==> src/rtl/mem_stage.sv <==
// Pipeline memory-access stage: holds one instruction from EX, runs at most one
// data-memory transaction for loads/stores, and hands the result to WB.
module mem_stage #(
  parameter int XLEN = 64,
  parameter int PC_W = 32
) (
  input  logic            clk,
  input  logic            rst,
  input  logic            ex_to_mem_valid,
  output logic            mem_allowin,
  input  logic [PC_W-1:0] in_pc,
  input  logic [2:0]      in_memop,
  input  logic            in_memread,
  input  logic            in_memwrite,
  input  logic            in_reg_wen,
  input  logic [4:0]      in_rd,
  input  logic [XLEN-1:0] in_alu_result,
  input  logic [XLEN-1:0] in_wdata,
  input  logic            flush,
  output logic            mem_to_wb_valid,
  input  logic            wb_allowin,
  output logic [PC_W-1:0] wb_pc,
  output logic [4:0]      wb_rd,
  output logic            wb_reg_wen,
  output logic            wb_misalign,
  output logic [XLEN-1:0] wb_result,
  output logic            dmem_req_valid,
  input  logic            dmem_req_ready,
  output logic            dmem_req_wen,
  output logic [XLEN-1:0] dmem_addr,
  output logic [XLEN-1:0] dmem_wdata,
  output logic [7:0]      dmem_wmask,
  input  logic            dmem_resp_valid,
  input  logic [XLEN-1:0] dmem_rdata,
  output logic            fwd_wen,
  output logic [4:0]      fwd_rd,
  output logic [XLEN-1:0] fwd_data,
  output logic            fwd_busy,
  output logic [1:0]      fsm_state
);

  localparam logic [1:0] S_IDLE = 2'd0;
  localparam logic [1:0] S_REQ  = 2'd1;
  localparam logic [1:0] S_WAIT = 2'd2;
  localparam logic [1:0] S_DONE = 2'd3;

  // Handshake rule for every channel here: a transfer happens on a rising edge
  // where valid & ready are both high; a request, once valid, keeps all of its
  // fields stable until that edge. The one exception is flush, which withdraws
  // a not-yet-accepted request from the following cycle on.

  logic            mem_valid;
  logic [PC_W-1:0] pc_q;
  logic [2:0]      memop_q;
  logic            memread_q;
  logic            memwrite_q;
  logic            reg_wen_q;
  logic [4:0]      rd_q;
  logic [XLEN-1:0] alu_q;
  logic [XLEN-1:0] wdata_q;
  logic [XLEN-1:0] load_buf;
  logic [1:0]      state;
  logic            killed;

  logic [1:0]      state_next;
  logic            killed_next;
  logic            capture;
  logic            drain_done;
  logic            flush_drop;

  logic            access;
  logic [2:0]      offset;
  logic            misalign;
  logic            ready_go;
  logic [7:0]      size_mask;
  logic [XLEN-1:0] load_shifted;
  logic [XLEN-1:0] load_data;

  assign access = memread_q | memwrite_q;
  assign offset = alu_q[2:0];

  always_comb begin
    misalign = 1'b0;
    case (memop_q[1:0])
      2'b01:   misalign = offset[0];
      2'b10:   misalign = |offset[1:0];
      2'b11:   misalign = |offset;
      default: misalign = 1'b0;
    endcase
    misalign = misalign & access;
  end

  assign ready_go        = !access | misalign | (state == S_DONE);
  assign mem_allowin     = !mem_valid | (ready_go & wb_allowin);
  assign mem_to_wb_valid = mem_valid & ready_go & !killed;

  always_comb begin
    size_mask = 8'h01;
    case (memop_q[1:0])
      2'b00:   size_mask = 8'h01;
      2'b01:   size_mask = 8'h03;
      2'b10:   size_mask = 8'h0F;
      default: size_mask = 8'hFF;
    endcase
  end

  always_comb begin
    load_shifted = load_buf >> {offset, 3'b000};
    load_data    = load_shifted;
    case (memop_q)
      3'b000:  load_data = {{(XLEN-8){load_shifted[7]}},   load_shifted[7:0]};
      3'b001:  load_data = {{(XLEN-16){load_shifted[15]}}, load_shifted[15:0]};
      3'b010:  load_data = {{(XLEN-32){load_shifted[31]}}, load_shifted[31:0]};
      3'b100:  load_data = {{(XLEN-8){1'b0}},  load_shifted[7:0]};
      3'b101:  load_data = {{(XLEN-16){1'b0}}, load_shifted[15:0]};
      3'b110:  load_data = {{(XLEN-32){1'b0}}, load_shifted[31:0]};
      default: load_data = load_shifted;
    endcase
  end

  // Once the request has been accepted the memory owes us a response, so a
  // flush from then on only marks the instruction killed and waits it out.
  always_comb begin
    state_next  = state;
    killed_next = killed;
    capture     = 1'b0;
    drain_done  = 1'b0;
    flush_drop  = 1'b0;
    case (state)
      S_IDLE: begin
        flush_drop = flush & mem_valid;
        if (mem_valid && access && !misalign && !killed && !flush)
          state_next = S_REQ;
      end
      S_REQ: begin
        if (dmem_req_ready) begin
          state_next  = S_WAIT;
          killed_next = killed | flush;
        end else if (flush) begin
          state_next = S_IDLE;
          flush_drop = 1'b1;
        end
      end
      S_WAIT: begin
        if (dmem_resp_valid) begin
          if (killed || flush) begin
            state_next  = S_IDLE;
            killed_next = 1'b0;
            drain_done  = 1'b1;
          end else begin
            state_next = S_DONE;
            capture    = 1'b1;
          end
        end else if (flush) begin
          killed_next = 1'b1;
        end
      end
      default: begin
        flush_drop = flush;
        if (flush || (ready_go && wb_allowin))
          state_next = S_IDLE;
      end
    endcase
  end

  // An EX instruction arriving in a flush cycle is discarded along with the
  // instruction held here.
  always_ff @(posedge clk) begin
    if (rst) begin
      mem_valid  <= 1'b0;
      pc_q       <= '0;
      memop_q    <= '0;
      memread_q  <= 1'b0;
      memwrite_q <= 1'b0;
      reg_wen_q  <= 1'b0;
      rd_q       <= '0;
      alu_q      <= '0;
      wdata_q    <= '0;
      load_buf   <= '0;
      state      <= S_IDLE;
      killed     <= 1'b0;
    end else begin
      state  <= state_next;
      killed <= killed_next;
      if (capture)
        load_buf <= dmem_rdata;
      if (mem_allowin) begin
        if (ex_to_mem_valid && !flush) begin
          mem_valid  <= 1'b1;
          pc_q       <= in_pc;
          memop_q    <= in_memop;
          memread_q  <= in_memread;
          memwrite_q <= in_memwrite;
          reg_wen_q  <= in_reg_wen;
          rd_q       <= in_rd;
          alu_q      <= in_alu_result;
          wdata_q    <= in_wdata;
        end else begin
          mem_valid <= 1'b0;
        end
      end else if (flush_drop || drain_done) begin
        mem_valid <= 1'b0;
      end
    end
  end

  assign wb_pc       = pc_q;
  assign wb_rd       = rd_q;
  assign wb_reg_wen  = reg_wen_q & !misalign;
  assign wb_misalign = misalign;
  assign wb_result   = misalign ? '0 : (memread_q ? load_data : alu_q);

  assign dmem_req_valid = (state == S_REQ);
  assign dmem_req_wen   = memwrite_q;
  assign dmem_addr      = {alu_q[XLEN-1:3], 3'b000};
  assign dmem_wdata     = wdata_q << {offset, 3'b000};
  assign dmem_wmask     = memwrite_q ? (size_mask << offset) : 8'h00;

  assign fwd_wen   = mem_valid & reg_wen_q & !killed;
  assign fwd_rd    = rd_q;
  assign fwd_data  = wb_result;
  assign fwd_busy  = fwd_wen & memread_q & (state != S_DONE);
  assign fsm_state = state;

endmodule

==> config.mk <==
export PLATFORM = sky130hd
export DESIGN_NAME = mem_stage
export DESIGN_NICKNAME = d
export VERILOG_FILES = /design/src/rtl/mem_stage.sv
export SDC_FILE = /design/constraint.sdc
export NUM_CORES = 1
export LEC_CHECK = 0
export BUFFER_PORTS_ARGS = -buffer_cell sky130_fd_sc_hd__buf_4
export CORE_AREA = 4 4 218 220
export DETAILED_ROUTE_END_ITERATION = 12
export DIE_AREA = 0 0 222 224
export SETUP_SLACK_MARGIN = 0.02
export SYNTH_ARGS = -nofsm -noshare
export SYNTH_HDL_FRONTEND = slang
export SYNTH_SLANG_ARGS = --single-unit
export TNS_END_PERCENT = 30
==> constraint.sdc <==
create_clock -name clk -period 8.3 [get_ports clk]
set_input_delay 2.49 -clock clk [delete_from_list [all_inputs] [get_ports clk]]
set_output_delay 2.49 -clock clk [all_outputs]
set_load 0.005 [all_outputs]
==> summary.txt, run 1 <==
Run status
  • Status: finished clean

Route
  • Final ANT Viol Nets: 0
  • Routed WL per cell: 22.5 um
  • Via density: 5.19
  • Iteration-0 DRC Markers: 1158
  • Met3 WL: 5.28 mm
  • Highest layer used for signal routing: met4
  • Met2 WL: 33.9 mm
  • Vias: 15000
  • Drt total wl: 65.2 mm
  • DRC viols: 0
  • First-pass DRT Iterations: 5
  • Metal1 wirelength: 24.4 mm

Layout
  • Most frequent cells in the layout: buf_4 (573), nand2_1 (564), a21oi_1 (313)
  • Area Growth Syn to Fin: 30.2%
  • Post-route cell area: 18700 um^2
  • ANT cells: 0
  • Layout cells sized above 1: 30.1%
  • Final net count: 2520
  • Most common cell after layout, fill and taps aside: buf_4

Synth
  • Syn Area/Cell: 7.29 um^2
  • Area contributors post-synth: dfxtp_1 (33%), nand2_1 (15%), a21oi_1 (11%)
  • Ys flop type: dfxtp_1
  • Largest family of logic cells by synthesized area: simple AND/OR/NAND/NOR gates
  • Area share of fa/ha/maj cells after synthesis: 0%
  • EDFF count, synth: 0
  • Complex-gate fraction of the synthesized area: 20.8%
  • Yosys warning count: 0
  • Post-Synth XOR/XNOR Area: 0%
  • Cell Area, Synth: 14300 um^2
  • Count of cell types in the netlist: 54
  • Post-synth top area cell: dfxtp_1
  • Yosys top cell area share: 33.4%
  • Simple-gate share of the synthesized area: 21.3%
  • Multiplexer area fraction after synthesis: 12.2%
  • Synth Register Bits: 239
  • Sequential share of the synthesized area: 33.4%
  • Fraction of registers with async set/reset: 0%
  • Syn Inst Count: 1965

Power and ir drop
  • Net Sw Frac: 27.8%
  • VDD IR-drop max: 148 uV
  • Power per cell area: 166 nW/um^2
  • Clock power share: 41.8%
  • Sequential share of power: 40.1%
  • Combinational power share: 18.1%
  • Internal power: 2240 uW
  • Power Total: 3110 uW
  • Cell leakage power: 0.00747 uW
  • Switching power: 863 uW

Critical path
  • Critical Path RT: 5.81 ns
  • Worst Path Max Fanout: 59
  • Setup CP Type: register to output pin
  • Crit path launch type: register
  • Data arrival time of the critical path: 4.17 ns
  • CP Capture Type: output pin

Worst hold path
  • Min-Delay Path Class: register to register

STA
  • Slew @ Worst Pin: 1.27 ns
  • Slew margin rel.: 14.8%
  • Worst hold margin: 0.454 ns
  • RSZ-0062 raised after global routing: no
  • Highest clock rate: 150 MHz
  • Final setup vio count: 0
  • Endpoints failing hold: 0
  • Min Clock Period, post-route: 6.66 ns
  • Final clock skew: 0.00848 ns
  • Final worst path period share: 80.2%
  • Setup TNS Final: 0 ns
  • Max Slew Vio Count: 0

Global routing
  • Grt ovf: 0
  • Pin count of the biggest net entering global routing: 107
  • First-pass GRT wire length: 95.0 mm
  • Gr usage total: 24.5%
  • Initial antenna violation count: 0
  • Vias in the first global route: 14600

Clock tree
  • Deepest clock path buffer count: 3
  • Clock-pin slew on the worst setup and hold paths: 0.06 ns
  • CTS Sinks: 239
  • Depth of the CTS H-tree: 1
  • Setup bufs post-CTS: 0
  • Post-cts sizing count: 0
  • Post-CTS Hold Fix Bufs: 0
  • CTS Buf Count: 29
  • CTS tree: yes
  • Clock Latency Late Sink: 0.57 ns
  • Clock Root Buffer: clkbuf_16

Run
  • Max Cap Violations: 0

Die
  • Chip Height: 224 um
  • Core area: 45300 um^2
  • Starting Density: 31.6%
  • Die Span X: 222 um
  • Die Footprint: 49700 um^2
  • Num rows: 78
  • I/O pins: 558

Place
  • RD Place Congestion: 0.949
  • IO buf count: 554
  • Placed instance area: 17700 um^2
  • Post-DP HPWL: 49.5 mm
## synth_stat cells, types with 6 or more instances
master and count:
a211o_1 6, a211oi_1 37, a21oi_1 313, a311oi_1 8, a311oi_2 10, and2_1 15
buf_1 10, buf_2 48, buf_4 148, clkbuf_1 86, dfxtp_1 239, mux2_2 37
mux2i_1 111, mux4_2 9, nand2_1 564, nand2b_1 12, nor2_1 121, nor2b_1 24
o211ai_1 11, o21ai_0 52, o21ai_1 30, o22ai_1 18
## logic make-up after synthesis
group / after synthesis
compound gates: 510
buf+inv: 299
flops: 239
mux: 159
other cells: 1
simple gates: 757
## power by group through the flow
stage / clock (uW) / sequential (uW) / combinational (uW)
detailed placement: 0 / 1270 / 567
global placement: 0 / 1270 / 563
finish: 1300 / 1250 / 562
CTS: 1330 / 1250 / 569
floorplan: 0 / 1240 / 315
global route: 1380 / 1250 / 614
## critical path, stage by stage (launching register included)
cell and delay [ns]:
dfxtp_4 0.80, buf_4 0.49, a2111oi_2 0.13, nor4b_4 0.85
nor2_1 0.56, a311oi_1 0.56, buf_4 0.19
## layer usage
metal  global-route usage (%)  vias up
li1                         -     7142
met2                     45.7      626
met1                     28.0     7165
met5                        0        -
met3                     6.26       95
met4                     5.64        0
## final timing paths
kind	start	end	slack (ns)	cells after the start
hold / removal	wb_pc[24]	wb_pc[24]	0.45	2
setup reg to reg	alu_q[1]	alu_q[13]	4.07	7
hold reg to reg	wb_pc[24]	wb_pc[24]	0.45	2
setup / recovery	alu_q[2]	wb_result[18]	1.64	6
## stage by stage
step	std cells	util (%)	worst slack (ns)
finish	2897	41.2	1.64
global route	2897	41.2	1.32
CTS	2897	41.2	1.59
detailed placement	2847	39.1	2.20
global placement	2847	39.1	2.33
floorplan	1967	-	2.99
## registers in the layout (all words and copies together), names as in the netlist
name	flops
load_buf	64
reg_wen_q	1
dmem_req_wen	1
wdata_q	64
memread_q	1
wb_pc	32
fsm_state	2
alu_q	64
fwd_rd	5
killed	1
mem_valid	1
memop_q	3
## cell type report
cell class	instances	area, um^2
Multi-Input combinational cell	1429	7810
Sequential cell	239	4800
Timing Repair Buffer	574	4320
Inverter	5	18.8
Fill cell	4740	26600
Clock inverter	7	91.3
Tap cell	600	751
Clock buffer	43	871
Power figures use the tool's default switching activity.
==> run 2: changes to the inputs <==
ABC_AREA = 1   (was unset)
CORE_AREA = 4 4 214 216   (was 4 4 218 220)
DIE_AREA = 0 0 218 220   (was 0 0 222 224)
clock period = 6.72 ns   (was 8.3 ns; I/O delays follow)
==> run 2 against run 1 <==
Effect of this change: synthesized area up 8.0%; sequential power up 26%; global-route usage up 2.0 points; combinational power up 99%; sequential cell count unchanged; register-to-register slack worse by 1.6 ns; final area up 5.6%; critical path type unchanged; largest cell class unchanged; highest routed layer is now met5.
==> summary.txt, run 2 <==
Layout
  • Final core utilization: 44.8% (+3.6 points)
  • Final net count: 3042 (+21%)
  • Fillers: 4763 (+0.49%)
  • Non-filler cells, final: 3413 (+18%)
  • Layout cells sized above 1: 22.9% (-7.3 points)
  • Largest regs: alu_q x64, load_buf x64, wdata_q x64
  • Area Growth Syn to Fin: 27.3%
  • Most frequent cells in the layout: buf_4 (570), nand2_1 (452), nor2_1 (327)
  • Post-route cell area: 19700 um^2 (+5.6%)
  • Most common cell after layout, fill and taps aside: buf_4

Critical path
  • Worst Path Max Fanout: 55 (-6.8%)
  • Data arrival time of the critical path: 3.84 ns (-0.33 ns)
  • Crit-path slowest cell: clkinv_2
  • CP Capture Type: output pin
  • Worst path buffer plus inverter count: 4 (+2)
  • Crit path launch type: register
  • Crit path largest cell delay: 0.70 ns (-0.15 ns)
  • Critical Path RT: 4.70 ns (-1.11 ns)
  • Setup CP Type: register to output pin
  • Crit path max-delay family: buffers and inverters
  • Critical path, cell by cell: clkinv_2 > nor2_1 > inv_1 > o22ai_1 > nor2_1 > nor3_1 > o21ai_0 > inv_1 > buf_4

Die
  • Die Footprint: 48000 um^2 (-3.6%)
  • Num rows: 77 (-1.3%)
  • Chip Height: 220 um (-1.8%)
  • Die Span X: 218 um (-1.8%)
  • Starting Density: 35.2% (+3.6 points)
  • Core area: 43900 um^2 (-3.0%)
  • I/O pins: 558 (unchanged)

Clock tree
  • CTS tree: yes
  • CTS Buf Count: 28 (-3.4%)
  • CTS Sinks: 239 (unchanged)
  • Post-cts sizing count: 0 (unchanged)
  • Deepest clock path buffer count: 3 (unchanged)
  • Clock Root Buffer: clkbuf_16
  • Depth of the CTS H-tree: 1 (unchanged)
  • Setup bufs post-CTS: 0 (unchanged)
  • Post-CTS Hold Fix Bufs: 0 (unchanged)
  • Clock-pin slew on the worst setup and hold paths: 0.06 ns (about the same)
  • Clock Latency Late Sink: 0.57 ns (about the same)

Power and ir drop
  • Power per cell area: 224 nW/um^2 (+34%)
  • Cell leakage power: 0.00965 uW (+29%)
  • VDD IR-drop max: 170 uV (+15%)

Worst hold path
  • Min-Delay Path Class: register to register

Route
  • Drt total wl: 68.7 mm (+5.3%)
  • Vias: 17600 (+17%)
  • Via density: 5.16 (-0.50%)
  • Iteration-0 DRC Markers: 1501 (+30%)
  • First-pass DRT Iterations: 6 (+1)
  • Final ANT Viol Nets: 0 (unchanged)
  • Routed WL per cell: 20.1 um (-11%)
  • DRC viols: 0 (unchanged)

Synth
  • Fraction of registers with async set/reset: 0% (unchanged)
  • Syn Area/Cell: 6.12 um^2 (-16%)
  • Count of cell types in the netlist: 36 (-33%)
  • Yosys top cell area share: 30.9% (-2.5 points)
  • Synth top cells by count: nand2_1 (454), nor2_1 (329), a21oi_1 (280), o21ai_0 (267), inv_1 (259)
  • Area contributors post-synth: dfxtp_1 (31%), nand2_1 (11%), a21oi_1 (9.1%)
  • EDFF count, synth: 0 (unchanged)
  • Syn Inst Count: 2530 (+29%)
  • Ys flop type: dfxtp_1
  • Cell Area, Synth: 15500 um^2 (+8.0%)
  • Sequential share of the synthesized area: 30.9% (-2.5 points)
  • Count leader, synth: nand2_1
  • Yosys warning count: 0 (unchanged)
  • Synth Register Bits: 239 (unchanged)
  • Post-synth top area cell: dfxtp_1

STA
  • Setup TNS Final: 0 ns (unchanged)
  • RSZ-0062 raised after global routing: no
  • Max Slew Vio Count: 0 (unchanged)
  • Min Clock Period, post-route: 5.86 ns
  • Final clock skew: 0.0136 ns (+0.00512 ns)
  • Worst hold margin: 0.470 ns (+0.0161 ns)
  • Slew @ Worst Pin: 1.13 ns (-0.145 ns)
  • Endpoints failing hold: 0 (unchanged)
  • Final worst path period share: 87.2%
  • Highest clock rate: 171 MHz
  • Final setup vio count: 0 (unchanged)
  • Slew margin rel.: 24.8% (+10 points)

Run status
  • Status: finished clean

Global routing
  • Grt ovf: 0 (unchanged)
  • Pin count of the biggest net entering global routing: 245 (+130%)
  • First-pass GRT wire length: 99.5 mm (+4.7%)
  • Vias in the first global route: 16400 (+13%)
  • Initial antenna violation count: 3 (+3)
  • Gr usage total: 26.4% (+2.0 points)

Place
  • Post-DP HPWL: 51.4 mm (+3.8%)
  • IO buf count: 554 (unchanged)
  • Cells after DPL: 3362 (+18%)
  • Placed instance area: 18700 um^2 (+5.6%)
  • RD Place Congestion: 0.974 (+2.7%)

Run
  • Max Cap Violations: 0 (unchanged)
## run 2: cell count changes after synthesis, moves of 29 or more
cell	previous run	this run
inv_1	4	259
nand3_1	4	243
o21ai_0	52	267
nor2_1	121	329
nand2_1	564	454
mux2i_1	111	27
mux2_2	37	0
a21oi_1	313	280
a211oi_1	37	5
o21ai_1	30	0
clkbuf_1	86	115
## run 2: worst paths after layout
path          startpoint           end  slack (ns)  cells after the start
max             alu_q[1]  wb_result[9]        0.86                      9
min reg2reg  load_buf[9]   load_buf[9]        0.47                      2
min          load_buf[9]   load_buf[9]        0.47                      2
max reg2reg     alu_q[0]     alu_q[14]        2.44                     11
## run 2: worst min-delay path: stages (launching register included)
cell	delay, ns
dfxtp_1	0.30
inv_1	0.06
a21oi_1	0.05
## run 2: final cells by class
cell class	count	area [um^2]	area share (%)
inverters	264	997	5.06
repair buffers	574	4360	22.1
multi-input cells	1693	7790	39.6
well taps	592	741	3.76
clock buffers	36	803	4.08
diodes	1	2.50	0.0127
flip-flops and latches	239	4790	24.3
clock inverters	14	211	1.07
## run 2: power by group
part | switching (uW) | internal, uW | total (uW)
sequential | 87.1 | 1490 | 1580
clock | 667 | 1030 | 1700
combinational | 618 | 506 | 1120
## run 2: cell families after synthesis
family                 after synthesis  share of synthesized area (%)
AO/OA/AOI/OAI                      603                           20.3
buffers and inverters              600                           18.9
flip-flops                         239                           30.9
multiplexers                        27                           1.75
other                                1                         0.0242
AND/OR/NAND/NOR                   1060                           28.1
## run 2: layer usage
metal  vias up  wire length [um]  share of wire, %  global-route usage, %
met1      8231             27400                40                   32.7
li1       8576                 -                 -                      -
met3       100              4960               7.2                   4.54
met5         -                13             0.019                      0
met4         2              2410               3.5                   8.41
met2       707             33900                49                   46.8
## run 2: stage by stage
| stage | setup WS, ns | power [uW] |
|---|---|---|
| 2_1_floorplan | 2.15 | 2220 |
| 3_3_place_gp | 1.54 | 2730 |
| 3_5_place_dp | 1.52 | 2730 |
| 4_1_cts | 0.887 | 4440 |
| 5_1_grt | 0.513 | 4600 |
| 6_report | 0.860 | 4400 |
